[config.mk]
export PLATFORM = sky130hd
export DESIGN_NAME = light_driver
export DESIGN_NICKNAME = d
export VERILOG_FILES = /design/src/rtl/light_driver.sv
export SDC_FILE = /design/constraint.sdc
export NUM_CORES = 1
export LEC_CHECK = 0
export CAP_MARGIN = 10
export CORE_MARGIN = 2
export CORE_UTILIZATION = 35
export DETAILED_ROUTE_END_ITERATION = 16
export GPL_TIMING_DRIVEN = 0
export HOLD_SLACK_MARGIN = 0.03
export PLACE_DENSITY = 0.63
export SLEW_MARGIN = 25
export SYNTH_ARGS = -nofsm -noshare
export SYNTH_HDL_FRONTEND = slang
export SYNTH_SLANG_ARGS = --single-unit
[constraint.sdc]
create_clock -name clk_1m -period 3 [get_ports clk_1m]
set_input_delay 0.45 -clock clk_1m [delete_from_list [all_inputs] [get_ports clk_1m]]
set_output_delay 0.45 -clock clk_1m [all_outputs]
set_load 0.05 [all_outputs]
[src/rtl/light_driver.sv]
// light_driver: turn-signal / lamp animation driver.
//
// The asynchronous light-mode code is synchronised and then debounced. A new
// code becomes the active mode only after it has held steady for STABLE
// cycles. A prescaler divides the clock into animation steps, and each step
// advances a 2-bit phase. The lamp outputs are a registered decode of
// (mode, phase).
//
// Ports
//   clk_1m  in   1  system clock (1 MHz), rising edge
//   rst_n   in   1  asynchronous active-low reset
//   state   in   3  requested light-mode code (asynchronous)
//   led_l   out  3  left lamps, bit0 inner .. bit2 outer, 1 = lit
//   led_r   out  3  right lamps, bit2 inner .. bit0 outer, 1 = lit
//   mode    out  3  accepted (filtered) mode code
//   phase   out  2  animation phase 0..3
module light_driver #(
  parameter int STEP_DIV = 250000,
  parameter int STABLE   = 4
) (
  input  logic       clk_1m,
  input  logic       rst_n,
  input  logic [2:0] state,
  output logic [2:0] led_l,
  output logic [2:0] led_r,
  output logic [2:0] mode,
  output logic [1:0] phase
);

  localparam logic [2:0] CODE_RIGHT = 3'b000;
  localparam logic [2:0] CODE_FWD   = 3'b001;
  localparam logic [2:0] CODE_BACK  = 3'b010;
  localparam logic [2:0] CODE_LEFT  = 3'b011;
  localparam logic [2:0] CODE_ALL   = 3'b111;

  localparam int              PW       = (STEP_DIV > 2) ? $clog2(STEP_DIV) : 1;
  localparam logic [PW-1:0]   PRE_LAST = PW'(STEP_DIV - 1);
  localparam logic [3:0]      STABLE_C = 4'(STABLE);

  logic [2:0]    s1_q, s2_q;
  logic [2:0]    sync_code;
  logic [2:0]    cand_q, cand_d;
  logic [3:0]    cnt_q, cnt_d;
  logic [2:0]    mode_q, mode_d;
  logic [PW-1:0] presc_q, presc_d;
  logic [1:0]    phase_q, phase_d;
  logic [2:0]    led_l_q, led_l_d;
  logic [2:0]    led_r_q, led_r_d;

  // Unused codes 100/101/110 all collapse onto all-on.
  assign sync_code = s2_q[2] ? CODE_ALL : s2_q;

  // Stability filter
  always_comb begin
    cand_d = cand_q;
    cnt_d  = cnt_q;
    mode_d = mode_q;
    if (sync_code == mode_q) begin
      cnt_d = 4'd0;
    end else begin
      if (sync_code == cand_q) begin
        cnt_d = cnt_q + 4'd1;
      end else begin
        cand_d = sync_code;
        cnt_d  = 4'd1;
      end
      if (cnt_d == STABLE_C) begin
        mode_d = cand_d;
        cnt_d  = 4'd0;
      end
    end
  end

  // Animation timebase; a mode change restarts the sequence from phase 0.
  always_comb begin
    presc_d = presc_q;
    phase_d = phase_q;
    if (mode_d != mode_q) begin
      presc_d = '0;
      phase_d = 2'd0;
    end else if (presc_q == PRE_LAST) begin
      presc_d = '0;
      phase_d = phase_q + 2'd1;
    end else begin
      presc_d = presc_q + PW'(1);
    end
  end

  // Lamp decode from the currently registered mode/phase.
  always_comb begin
    led_l_d = 3'b000;
    led_r_d = 3'b000;
    case (mode_q)
      CODE_LEFT: begin
        case (phase_q)
          2'd0:    led_l_d = 3'b001;
          2'd1:    led_l_d = 3'b011;
          2'd2:    led_l_d = 3'b111;
          default: led_l_d = 3'b000;
        endcase
      end
      CODE_RIGHT: begin
        case (phase_q)
          2'd0:    led_r_d = 3'b100;
          2'd1:    led_r_d = 3'b110;
          2'd2:    led_r_d = 3'b111;
          default: led_r_d = 3'b000;
        endcase
      end
      CODE_FWD: begin
        led_l_d = 3'b010;
        led_r_d = 3'b010;
      end
      CODE_BACK: begin
        if (!phase_q[1]) begin
          led_l_d = 3'b111;
          led_r_d = 3'b111;
        end
      end
      default: begin
        led_l_d = 3'b111;
        led_r_d = 3'b111;
      end
    endcase
  end

  always_ff @(posedge clk_1m or negedge rst_n) begin
    if (!rst_n) begin
      s1_q    <= CODE_ALL;
      s2_q    <= CODE_ALL;
      cand_q  <= CODE_ALL;
      cnt_q   <= 4'd0;
      mode_q  <= CODE_ALL;
      presc_q <= '0;
      phase_q <= 2'd0;
      led_l_q <= 3'b000;
      led_r_q <= 3'b000;
    end else begin
      s1_q    <= state;
      s2_q    <= s1_q;
      cand_q  <= cand_d;
      cnt_q   <= cnt_d;
      mode_q  <= mode_d;
      presc_q <= presc_d;
      phase_q <= phase_d;
      led_l_q <= led_l_d;
      led_r_q <= led_r_d;
    end
  end

  assign led_l = led_l_q;
  assign led_r = led_r_q;
  assign mode  = mode_q;
  assign phase = phase_q;

endmodule

==> impl_metrics.json <==
{
  "outcome": "finished clean",
  "synth-seq-cells": 42,
  "power_density_nw_per_um2": 766,
  "p_leak_nw": 0.993,
  "cp_cell_sequence": "clkdlybuf4s50_1",
  "drtAntennaViolNets": 0,
  "clkSlewWorstSetupHoldPaths_ps": 80,
  "critPathTopFamily": "buffers and inverters",
  "antenna_found_initial": 0,
  "grt_pass1_wl_mm": 6.76,
  "grt_overflow_total": 0,
  "max_freq_mhz": 472,
  "synth_largest_area_cell": "dfrtp_1",
  "multi_input_area_um2": 941,
  "clk-insertion-delay-late_ps": 300,
  "postCtsHoldBufs": 0,
  "ys.flop_type": "dfrtp_1",
  "synth_mux_area_frac": 0.0321,
  "fin_crit_ps": 2120,
  "syn2layout_area_growth_pct": 18.0,
  "htree_levels": 2,
  "ys_types": 46,
  "critical_path.max_stage_delay_ps": 800,
  "wl_met2_mm": 1.67,
  "postCtsSetupBuffers": 0,
  "cts-resized-gates": 0,
  "cts_root_buf": "clkbuf_8",
  "min-delay-path-class": "in2async",
  "drt_first_iter_violations": 96,
  "ir_worst_vdd_v": 0.000347,
  "place_congestion": 0.856,
  "detail_route.drc_violations": 0,
  "wl_met1_mm": 1.71,
  "power.total_mw": 1.87,
  "cp_slowest_cell": "clkdlybuf4s50_1",
  "synth_top_family_by_area": "simple AND/OR/NAND/NOR gates",
  "syn_inst": 189,
  "wl_met3_um": 135,
  "num_io_pins": 16,
  "worstMarginPinSlew_ps": 574,
  "first_pass_iters": 4,
  "synth_edf_count": 0,
  "dp_hpwl_mm": 2.69,
  "async_flop_share": 1.00,
  "cp_num_buf_inv": 1,
  "drive_above_1_share": 0.202,
  "num_vias": 1461,
  "synth_simple_gate_area_share": 0.212,
  "cp-end-kind": "primary output",
  "yosys.area.top_type_share": 0.363,
  "die-area_um2": 6540,
  "finalHoldViolations": 0,
  "nFillCells": 555,
  "core-area_um2": 5610,
  "start_util": 0.369,
  "seq_area_um2": 1070,
  "yosysSeqAreaShare": 0.515,
  "synthAdderAreaFrac": 0.0242,
  "drv_cap": 0,
  "cts_max_path_buffers": 2,
  "synth.avg_cell_area_um2": 10.9,
  "cp_max_fo": 4,
  "finClkSkew_ps": 3.91,
  "wire_per_inst_um": 12.6,
  "die-width_um": 80.9,
  "viasPerCell": 5.13,
  "cp-start-kind": "register",
  "worst_ep_required_time_ps": 2550,
  "grtUsageTotal": 0.133,
  "synth_compound_area_frac": 0.115,
  "crit_type": "reg2out",
  "yosysWarnings": 0,
  "cts_sinks": 42,
  "antenna_cells": 0,
  "slew_headroom": 0.616,
  "slew_violations": 0,
  "grt_pass1_vias": 1490,
  "worstPathArrival_ps": 1670,
  "setup_violations": 0,
  "syn_area_um2": 2070,
  "highest_layer": "met4",
  "syn_nets": 198,
  "cts-buffers-inserted": 5,
  "totalWireLength_mm": 3.60,
  "timing.final.crit_share": 0.706,
  "rsz0062_at_grt": "false",
  "grt_max_degree": 25,
  "synth_xor_area_frac": 0.0720,
  "fin_tns_setup_ps": 0,
  "tritoncts": "yes",
  "portBuffers": 15,
  "die_h_um": 80.9,
  "nNetsFinal": 221,
  "synth_area_leaders": "dfrtp_1 36%, dfstp_2 15%, xor2_1 5.5%, nor3_1 3.4%, mux2_2 2.7%",
  "rows": 27
}
report_power, final:
group	switching, mW	internal [mW]
registers	0.0991	0.701
logic	0.392	0.265
clock network	0.199	0.214
flip-flops by register name (all words and copies together) (netlist names):
| name | count |
|---|---|
| presc_q | 18 |
| cnt_q | 4 |
| cand_q | 3 |
| led_l | 3 |
| led_r | 3 |
| mode | 3 |
| s1_q | 3 |
| s2_q | 3 |
| phase | 2 |
per-stage QoR:
step / hold slack [ps] / setup WS, ps / cell area [µm²] / instances / utilization
CTS: 107 / 868 / 2440 / 285 / 0.435
floorplan: 154 / 943 / 2070 / 189 / -
global placement: 347 / 408 / 2310 / 276 / 0.412
global route: 114 / 770 / 2440 / 285 / 0.435
finish: 93.6 / 882 / 2440 / 285 / 0.435
detailed placement: 347 / 891 / 2330 / 277 / 0.416
final cells by class:
cell class	count	area share
inverters	5	0.00769
well taps	72	0.0369
clock inverters	2	0.00615
multi-input cells	133	0.386
plain buffers	9	0.0174
flip-flops and latches	42	0.437
repair buffers	16	0.0708
clock buffers	6	0.0385
cells in the mapped netlist, types with 2 or more instances:
cell type,number
nor2_1,7
o21ai_0,6
and3_1,3
a21oi_1,6
nor3b_1,2
inv_1,5
clkbuf_1,3
dfrtp_1,30
ha_1,4
dfstp_2,12
mux2_2,5
and2_1,2
a211oi_1,4
a211oi_2,2
nand2_1,11
o31ai_1,3
o21bai_1,3
nand3_1,11
a21o_1,3
nand4_1,3
nor3_1,14
buf_2,4
nand2b_1,2
xor2_1,13
or3_1,4
or2_2,2
xnor2_1,4
or4_1,3
final timing paths:
| path | startpoint | endpoint | slack, ps | cells after the start |
|---|---|---|---|---|
| setup / recovery | mode[0] | mode[0] | 880 | 1 |
| setup reg to reg | mode[1] | presc_q[6] | 930 | 6 |
| min in group clk_1m | s1_q[0] | s2_q[0] | 360 | 0 |
| max in group asynchronous | rst_n | mode[0] | 2360 | 2 |
| hold reg to reg | s1_q[0] | s2_q[0] | 360 | 0 |
| hold / removal | rst_n | presc_q[17] | 90 | 1 |
per-layer routing:
metal,GRT usage,up-vias
li1,-,730
met3,0.0367,6
met5,0,-
met1,0.171,700
met2,0.212,25
met4,0.0559,0
worst reg2reg max path, stage by stage (launching register included):
cell and delay, ps:
dfstp_2 530, buf_2 200, xor2_1 250, o41ai_4 150
nor4_4 410, buf_2 310, nor3_1 100
layout by cell type, fill, tap and decap left out, types with 4 or more instances in the layout:
master and instances:
dfrtp_1 30, nor3_1 14, clkdlybuf4s50_1 14, xor2_1 13, dfstp_2 12, nand2_1 11
nand3_1 11, nor2_1 7, o21ai_0 6, a21oi_1 6, buf_2 5, inv_1 5
mux2_2 5, clkbuf_8 5, xnor2_1 4, or3_1 4, a211oi_1 4, ha_1 4
cells by family (layout without fill, tap and decap cells):
group | count (synthesis) | in the layout
AND/OR/NAND/NOR | 75 | 75
flip-flops | 42 | 42
AO/OA/AOI/OAI | 31 | 31
XOR/XNOR | 17 | 17
buffers and inverters | 14 | 38
multiplexers | 6 | 6
adder cells (fa/ha/maj) | 4 | 4
(Power assumes the default switching activity.)
